**src/rtl/neopixel_rx_decoder_pkg.sv**
```systemverilog
// neopix_rx_pkg: receiver FSM states and 50 MHz default NeoPixel timing.
package neopix_rx_pkg;
    typedef enum logic [1:0] {SYNC, IDLE, HIGH, LOW} rx_state_t;
    localparam int NP_NUM_PIXELS   = 8;
    localparam int NP_BIT1_THRESH  = 27;
    localparam int NP_MIN_HIGH     = 8;
    localparam int NP_MAX_HIGH     = 60;
    localparam int NP_LATCH_CYCLES = 1250;
    localparam int NP_CNT_W        = 12;
endpackage

```
**src/rtl/neopixel_input_sync.sv**
```systemverilog
// neopixel_input_sync: 2-flop synchronizer on the raw NP line plus edge detect.
module neopixel_input_sync (
    input  logic i_clk,
    input  logic i_rst_n,
    input  logic i_data,
    output logic o_level,
    output logic o_rise,
    output logic o_fall
);
    logic r_meta, r_sync, r_prev;

    always_ff @(posedge i_clk or negedge i_rst_n) begin
        if (!i_rst_n) begin
            r_meta <= 1'b0;
            r_sync <= 1'b0;
            r_prev <= 1'b0;
        end else begin
            r_meta <= i_data;
            r_sync <= r_meta;
            r_prev <= r_sync;
        end
    end

    assign o_level = r_sync;
    assign o_rise  = r_sync & ~r_prev;
    assign o_fall  = ~r_sync & r_prev;
endmodule

```
**src/rtl/neopixel_rx_decoder.sv**
```systemverilog
// neopixel_rx_decoder: decodes a NeoPixel stream by high-pulse width into GRB pixel
// strobes, with a frame summary on the latch gap and error strobes for bad pulses.
module neopixel_rx_decoder
    import neopix_rx_pkg::*;
#(
    parameter int NUM_PIXELS   = NP_NUM_PIXELS,
    parameter int BIT1_THRESH  = NP_BIT1_THRESH,
    parameter int MIN_HIGH     = NP_MIN_HIGH,
    parameter int MAX_HIGH     = NP_MAX_HIGH,
    parameter int LATCH_CYCLES = NP_LATCH_CYCLES
)(
    input  logic                          CLOCK_50,
    input  logic                          reset_n,
    input  logic                          neopixel_data,
    output logic [7:0]                    green,
    output logic [7:0]                    red,
    output logic [7:0]                    blue,
    output logic [$clog2(NUM_PIXELS)-1:0] pixel,
    output logic                          pixel_valid,
    output logic                          frame_done,
    output logic [$clog2(NUM_PIXELS):0]   pixel_count,
    output logic                          error
);
    localparam int PW  = $clog2(NUM_PIXELS);
    localparam int PCW = PW + 1;
    localparam int LW  = NP_CNT_W + 1;
    localparam logic [LW-1:0]  L_MIN   = LW'(MIN_HIGH);
    localparam logic [LW-1:0]  L_MAX   = LW'(MAX_HIGH);
    localparam logic [LW-1:0]  L_BIT1  = LW'(BIT1_THRESH);
    localparam logic [LW-1:0]  L_LATCH = LW'(LATCH_CYCLES);
    localparam logic [PCW-1:0] L_NP    = PCW'(NUM_PIXELS);

    rx_state_t            r_state, w_next;
    logic                 w_level, w_rise, w_fall;
    logic [NP_CNT_W-1:0]  r_cnt;
    logic [LW-1:0]        w_len;
    logic [23:0]          r_sr, w_sr_next;
    logic [4:0]           r_bit;
    logic [PCW-1:0]       r_pix;
    logic                 r_ovf;
    logic                 w_glitch, w_shift, w_frame_end, w_pix_done;

    neopixel_input_sync u_sync (
        .i_clk   (CLOCK_50),
        .i_rst_n (reset_n),
        .i_data  (neopixel_data),
        .o_level (w_level),
        .o_rise  (w_rise),
        .o_fall  (w_fall)
    );

    // Cycles since the last edge; w_len is the length of the current level including this cycle.
    always_ff @(posedge CLOCK_50 or negedge reset_n) begin
        if (!reset_n)
            r_cnt <= '0;
        else if (w_rise || w_fall)
            r_cnt <= '0;
        else if (r_cnt != '1)
            r_cnt <= r_cnt + 1'b1;
    end

    assign w_len = {1'b0, r_cnt} + LW'(1);

    always_ff @(posedge CLOCK_50 or negedge reset_n) begin
        if (!reset_n)
            r_state <= SYNC;
        else
            r_state <= w_next;
    end

    always_comb begin
        w_next = r_state;
        case (r_state)
            SYNC: if (!w_level && w_len >= L_LATCH) w_next = IDLE;
            IDLE: if (w_rise) w_next = HIGH;
            HIGH: w_next = (w_len > L_MAX || (w_fall && w_len < L_MIN)) ? SYNC : w_fall ? LOW : HIGH;
            LOW:  w_next = w_rise ? HIGH : (w_len >= L_LATCH) ? IDLE : LOW;
            default: w_next = SYNC;
        endcase
    end

    always_comb begin
        w_glitch    = (r_state == HIGH) && (w_len > L_MAX || (w_fall && w_len < L_MIN));
        w_shift     = (r_state == HIGH) && w_fall && !w_glitch;
        w_frame_end = (r_state == LOW) && !w_rise && w_len >= L_LATCH;
        w_sr_next   = {r_sr[22:0], w_len >= L_BIT1};
        w_pix_done  = w_shift && r_bit == 5'd23;
    end

    always_ff @(posedge CLOCK_50 or negedge reset_n) begin
        if (!reset_n) begin
            r_sr        <= '0;
            r_bit       <= '0;
            r_pix       <= '0;
            r_ovf       <= 1'b0;
            green       <= '0;
            red         <= '0;
            blue        <= '0;
            pixel       <= '0;
            pixel_valid <= 1'b0;
            frame_done  <= 1'b0;
            pixel_count <= '0;
            error       <= 1'b0;
        end else begin
            pixel_valid <= 1'b0;
            frame_done  <= 1'b0;
            error       <= w_glitch;
            if (w_shift) begin
                r_sr  <= w_sr_next;
                r_bit <= w_pix_done ? 5'd0 : r_bit + 5'd1;
            end
            // Pixels beyond the frame size are only remembered as overflow.
            if (w_pix_done) begin
                if (r_pix < L_NP) begin
                    pixel_valid <= 1'b1;
                    green       <= w_sr_next[23:16];
                    red         <= w_sr_next[15:8];
                    blue        <= w_sr_next[7:0];
                    pixel       <= r_pix[PW-1:0];
                    r_pix       <= r_pix + PCW'(1);
                end else begin
                    r_ovf <= 1'b1;
                end
            end
            if (w_frame_end) begin
                frame_done  <= 1'b1;
                pixel_count <= r_pix;
                error       <= (r_bit != 5'd0) || r_ovf;
            end
            if (w_glitch || w_frame_end) begin
                r_bit <= '0;
                r_pix <= '0;
                r_ovf <= 1'b0;
            end
        end
    end
endmodule
```
**config.mk**
```make
export PLATFORM = sky130hd
export DESIGN_NAME = neopixel_rx_decoder
export DESIGN_NICKNAME = d
export VERILOG_FILES = /design/src/rtl/neopixel_rx_decoder_pkg.sv /design/src/rtl/neopixel_input_sync.sv /design/src/rtl/neopixel_rx_decoder.sv
export SDC_FILE = /design/constraint.sdc
export NUM_CORES = 1
export LEC_CHECK = 0
export BUFFER_PORTS_ARGS = -buffer_cell sky130_fd_sc_hd__buf_2
export CORE_MARGIN = 3
export CORE_UTILIZATION = 45
export DETAILED_ROUTE_END_ITERATION = 16
export PLACE_DENSITY = 0.74
export SYNTH_ARGS = -nofsm -noshare
export SYNTH_HDL_FRONTEND = slang
export SYNTH_SLANG_ARGS = --single-unit
```
**constraint.sdc**
```tcl
create_clock -name CLOCK_50 -period 2.8 [get_ports CLOCK_50]
set_input_delay 0.56 -clock CLOCK_50 [delete_from_list [all_inputs] [get_ports CLOCK_50]]
set_output_delay 0.56 -clock CLOCK_50 [all_outputs]
set_load 0.05 [all_outputs]
```
==> results.sh <==
export IMPL_die_area_um2=9710
export IMPL_rsz0062_at_grt="no"
export IMPL_critPathArrivalTime_ns=2.90
export IMPL_area_growth_pct=16.2
export IMPL_dr_pass1_iters=4
export IMPL_finalHoldViolations=0
export IMPL_netlist_area_um2=3850
export IMPL_num_antenna_cells=0
export IMPL_ys_top_cells_by_count="84 x dfrtp_1, 41 x mux2_1, 17 x nor2_1"
export IMPL_p_leak_uw=0.00237
export IMPL_cpPeakStageDelay_ns=0.46
export IMPL_critPathMaxFanout=35
export IMPL_end_kind="flop"
export IMPL_tns_ns=0
export IMPL_synth_cell_types=53
export IMPL_clk_latency_ns=0.35
export IMPL_cts_max_level=3
export IMPL_worst_path_buf_inv=2
export IMPL_path_clk_slew_ns=0.09
export IMPL_antenna_left=0
export IMPL_rows=33
export IMPL_synth_area_leaders="dfrtp_1 55%, mux2_1 12%, mux2_4 3.1%, ha_1 2.6%, xnor2_1 1.8%"
export IMPL_synth_edff_count=0
export IMPL_slowest_stage="a2111o_1"
export IMPL_synth_async_reset_ratio=1.00
export IMPL_synth_top_area_cell="dfrtp_1"
export IMPL_antenna_found_initial=0
export IMPL_slew_viol_final=0
export IMPL_synth_nets=325
export IMPL_routed_via_count=2550
export IMPL_synth_seq_cells=84
export IMPL_run_status="finished, final reports clean"
export IMPL_routed_via_density=5.40
export IMPL_post_route_util=0.542
export IMPL_cts_made_buffers=9
export IMPL_grt_usage=0.159
export IMPL_initial_core_util=0.467
export IMPL_final_nets=373
export IMPL_routed_wl_um=7210
export IMPL_post_dp_cell_area_um2=4230
export IMPL_die_w_um=98.5
export IMPL_drc=0
export IMPL_grt_pass1_vias=2618
export IMPL_final_cell_area_um2=4480
export IMPL_cts_tree="yes"
export IMPL_startpoint_type="flop"
export IMPL_post_synth_top_count_cell="dfrtp_1"
export IMPL_slew_headroom=0.552
export IMPL_overflow=0
export IMPL_drv_cap=0
export IMPL_place_congestion=0.830
export IMPL_cp_required_ns=3.03
export IMPL_worst_slew_pin_slew_ns=0.673
export IMPL_grt_pass1_wl_um=12400
export IMPL_hold_class="in -> async"
export IMPL_synth_avg_cell_area_um2=12.3
export IMPL_post_drt_wl_per_cell_um=15.3
export IMPL_worst_clock_skew_ns=0.00975
export IMPL_syn_inst=314
export IMPL_die_height_um=98.5
export IMPL_clk_path_buf_depth=2
export IMPL_cts_sinks=84
export IMPL_setup_violations=0
export IMPL_power_density_nw_per_um2=498
export IMPL_dp_hpwl_um=4920
export IMPL_coreArea_um2=8260
export IMPL_synth_top_area_share=0.545
export IMPL_ys_seq_area_frac=0.545
export IMPL_ys_warn_count=0
export IMPL_finalNonFillerCells=472
export IMPL_synthFlopType="dfrtp_1"
export IMPL_drt_iter0_markers=72
export IMPL_path_cells="ha_2 -> nand3_1 -> nor2_2 -> a31oi_1 -> a2111o_1 -> buf_4 -> nor3b_4 -> buf_12 -> mux2_1"
export IMPL_vdd_drop_max_uv=362
export IMPL_grt_max_degree=55
export IMPL_boundaryPins=37
export IMPL_postCtsHoldBufs=0
export IMPL_period_needed_ns=2.67
export IMPL_hold_worst_slack_ns=0.249
export IMPL_root_buffer="clkbuf_8"
export IMPL_path_class="reg -> reg"
export IMPL_placedCellCount=451
export IMPL_post_route_period_util=0.954
export IMPL_fmax_mhz=374
export IMPL_critPathTopFamily="compound AO/OA/AOI/OAI gates"
export IMPL_portBuffers=36
export IMPL_drive_above_1_share=0.248
-- cells by family (layout without fill, tap and decap cells) --
family                     after synthesis  count (layout)  synth area share
AOI/OAI and AO/OA                       50              50            0.0919
adders and majority gates                8               8            0.0260
buffers and inverters                   30              83            0.0357
DFF                                     84              84             0.545
muxes                                   56              56             0.170
xor gates and xnor gates                12              12            0.0273
and+or+nand+nor                         74              74             0.103
-- power by group --
part,internal (uW),total (uW),switching (uW)
Combinational,47.9,126,78.5
Sequential,1220,1230,11.5
Clock,422,870,448
-- area by class of cell --
class / count / area, um^2
sequential: 84 / 2100
clock buffer: 10 / 128
fill: 725 / 3780
multi-input combinational: 200 / 1630
clock inverter: 6 / 72.6
timing repair buffer: 56 / 370
tap: 105 / 131
inverter: 11 / 41.3
-- per-layer routing --
metal / wire length [um] / vias to the layer above / global-route usage
met1: 3260 / 1268 / 0.207
li1: - / 1211 / -
met3: 494 / 8 / 0.0609
met4: 66 / 0 / 0.0504
met2: 3390 / 63 / 0.245
met5: 0 / - / 0
-- sequential cells by signal, summed over array words and instances, names as in the netlist --
name            flops
r_sr               23
r_cnt              12
blue                8
green               8
red                 8
r_bit               5
pixel_count         4
r_pix               4
pixel               3
r_state             2
error               1
frame_done          1
pixel_valid         1
r_ovf               1
u_sync.o_level      1
u_sync.r_meta       1
u_sync.r_prev       1
-- timing repair --
action | CTS | global route
setup endpoints to repair | 0 | 27
gates resized for setup | 0 | 4
setup buffers | 0 | 5
-- through the flow --
step | power [uW] | setup WS [ns]
global placement | 1380 | 0.172
detailed placement | 1380 | 0.117
finish | 2230 | 0.129
floorplan | 1320 | 0.137
CTS | 2260 | 0.0876
global route | 2320 | 0.0111
-- layout by cell type (no fill, tap or decap), types with 2 or more instances in the layout --
cell,instances
nand3_1,9
nor2b_1,2
a41oi_1,2
and2_1,6
a21oi_1,6
mux2_4,8
mux2i_1,3
a31o_2,2
buf_12,3
nor3_1,3
ha_1,7
and4_1,3
a21boi_0,9
mux2_1,41
and3_1,3
o21ai_0,7
inv_1,11
nand2_1,11
buf_2,35
mux2_2,4
clkinvlp_4,3
clkbuf_8,9
nand2b_1,2
a21o_1,4
dfrtp_1,84
nand4_1,9
xnor2_1,8
a31oi_1,4
xor2_1,4
buf_4,18
nor2_1,16
-- worst reg2reg max path: stages (launching register included) --
cell	delay, ns
dfrtp_1	0.45
ha_2	0.27
nand3_1	0.12
nor2_2	0.14
a31oi_1	0.15
a2111o_1	0.46
buf_4	0.17
nor3b_4	0.20
buf_12	0.25
mux2_1	0.35
-- path summary, 6_finish.rpt --
| path | end | from | slack (ns) | cells past startpoint |
|---|---|---|---|---|
| max | r_sr[15] | r_cnt[1] | 0.13 | 9 |
| min | r_cnt[4] | reset_n | 0.25 | 1 |
| max reg2reg | r_sr[15] | r_cnt[1] | 0.13 | 9 |
| min reg2reg | u_sync.o_level | u_sync.r_meta | 0.37 | 0 |
| max in group asynchronous | r_sr[12] | reset_n | 1.95 | 2 |
| min in group CLOCK_50 | u_sync.r_meta | neopixel_data | 0.32 | 1 |
Power figures use the tool's default switching activity.
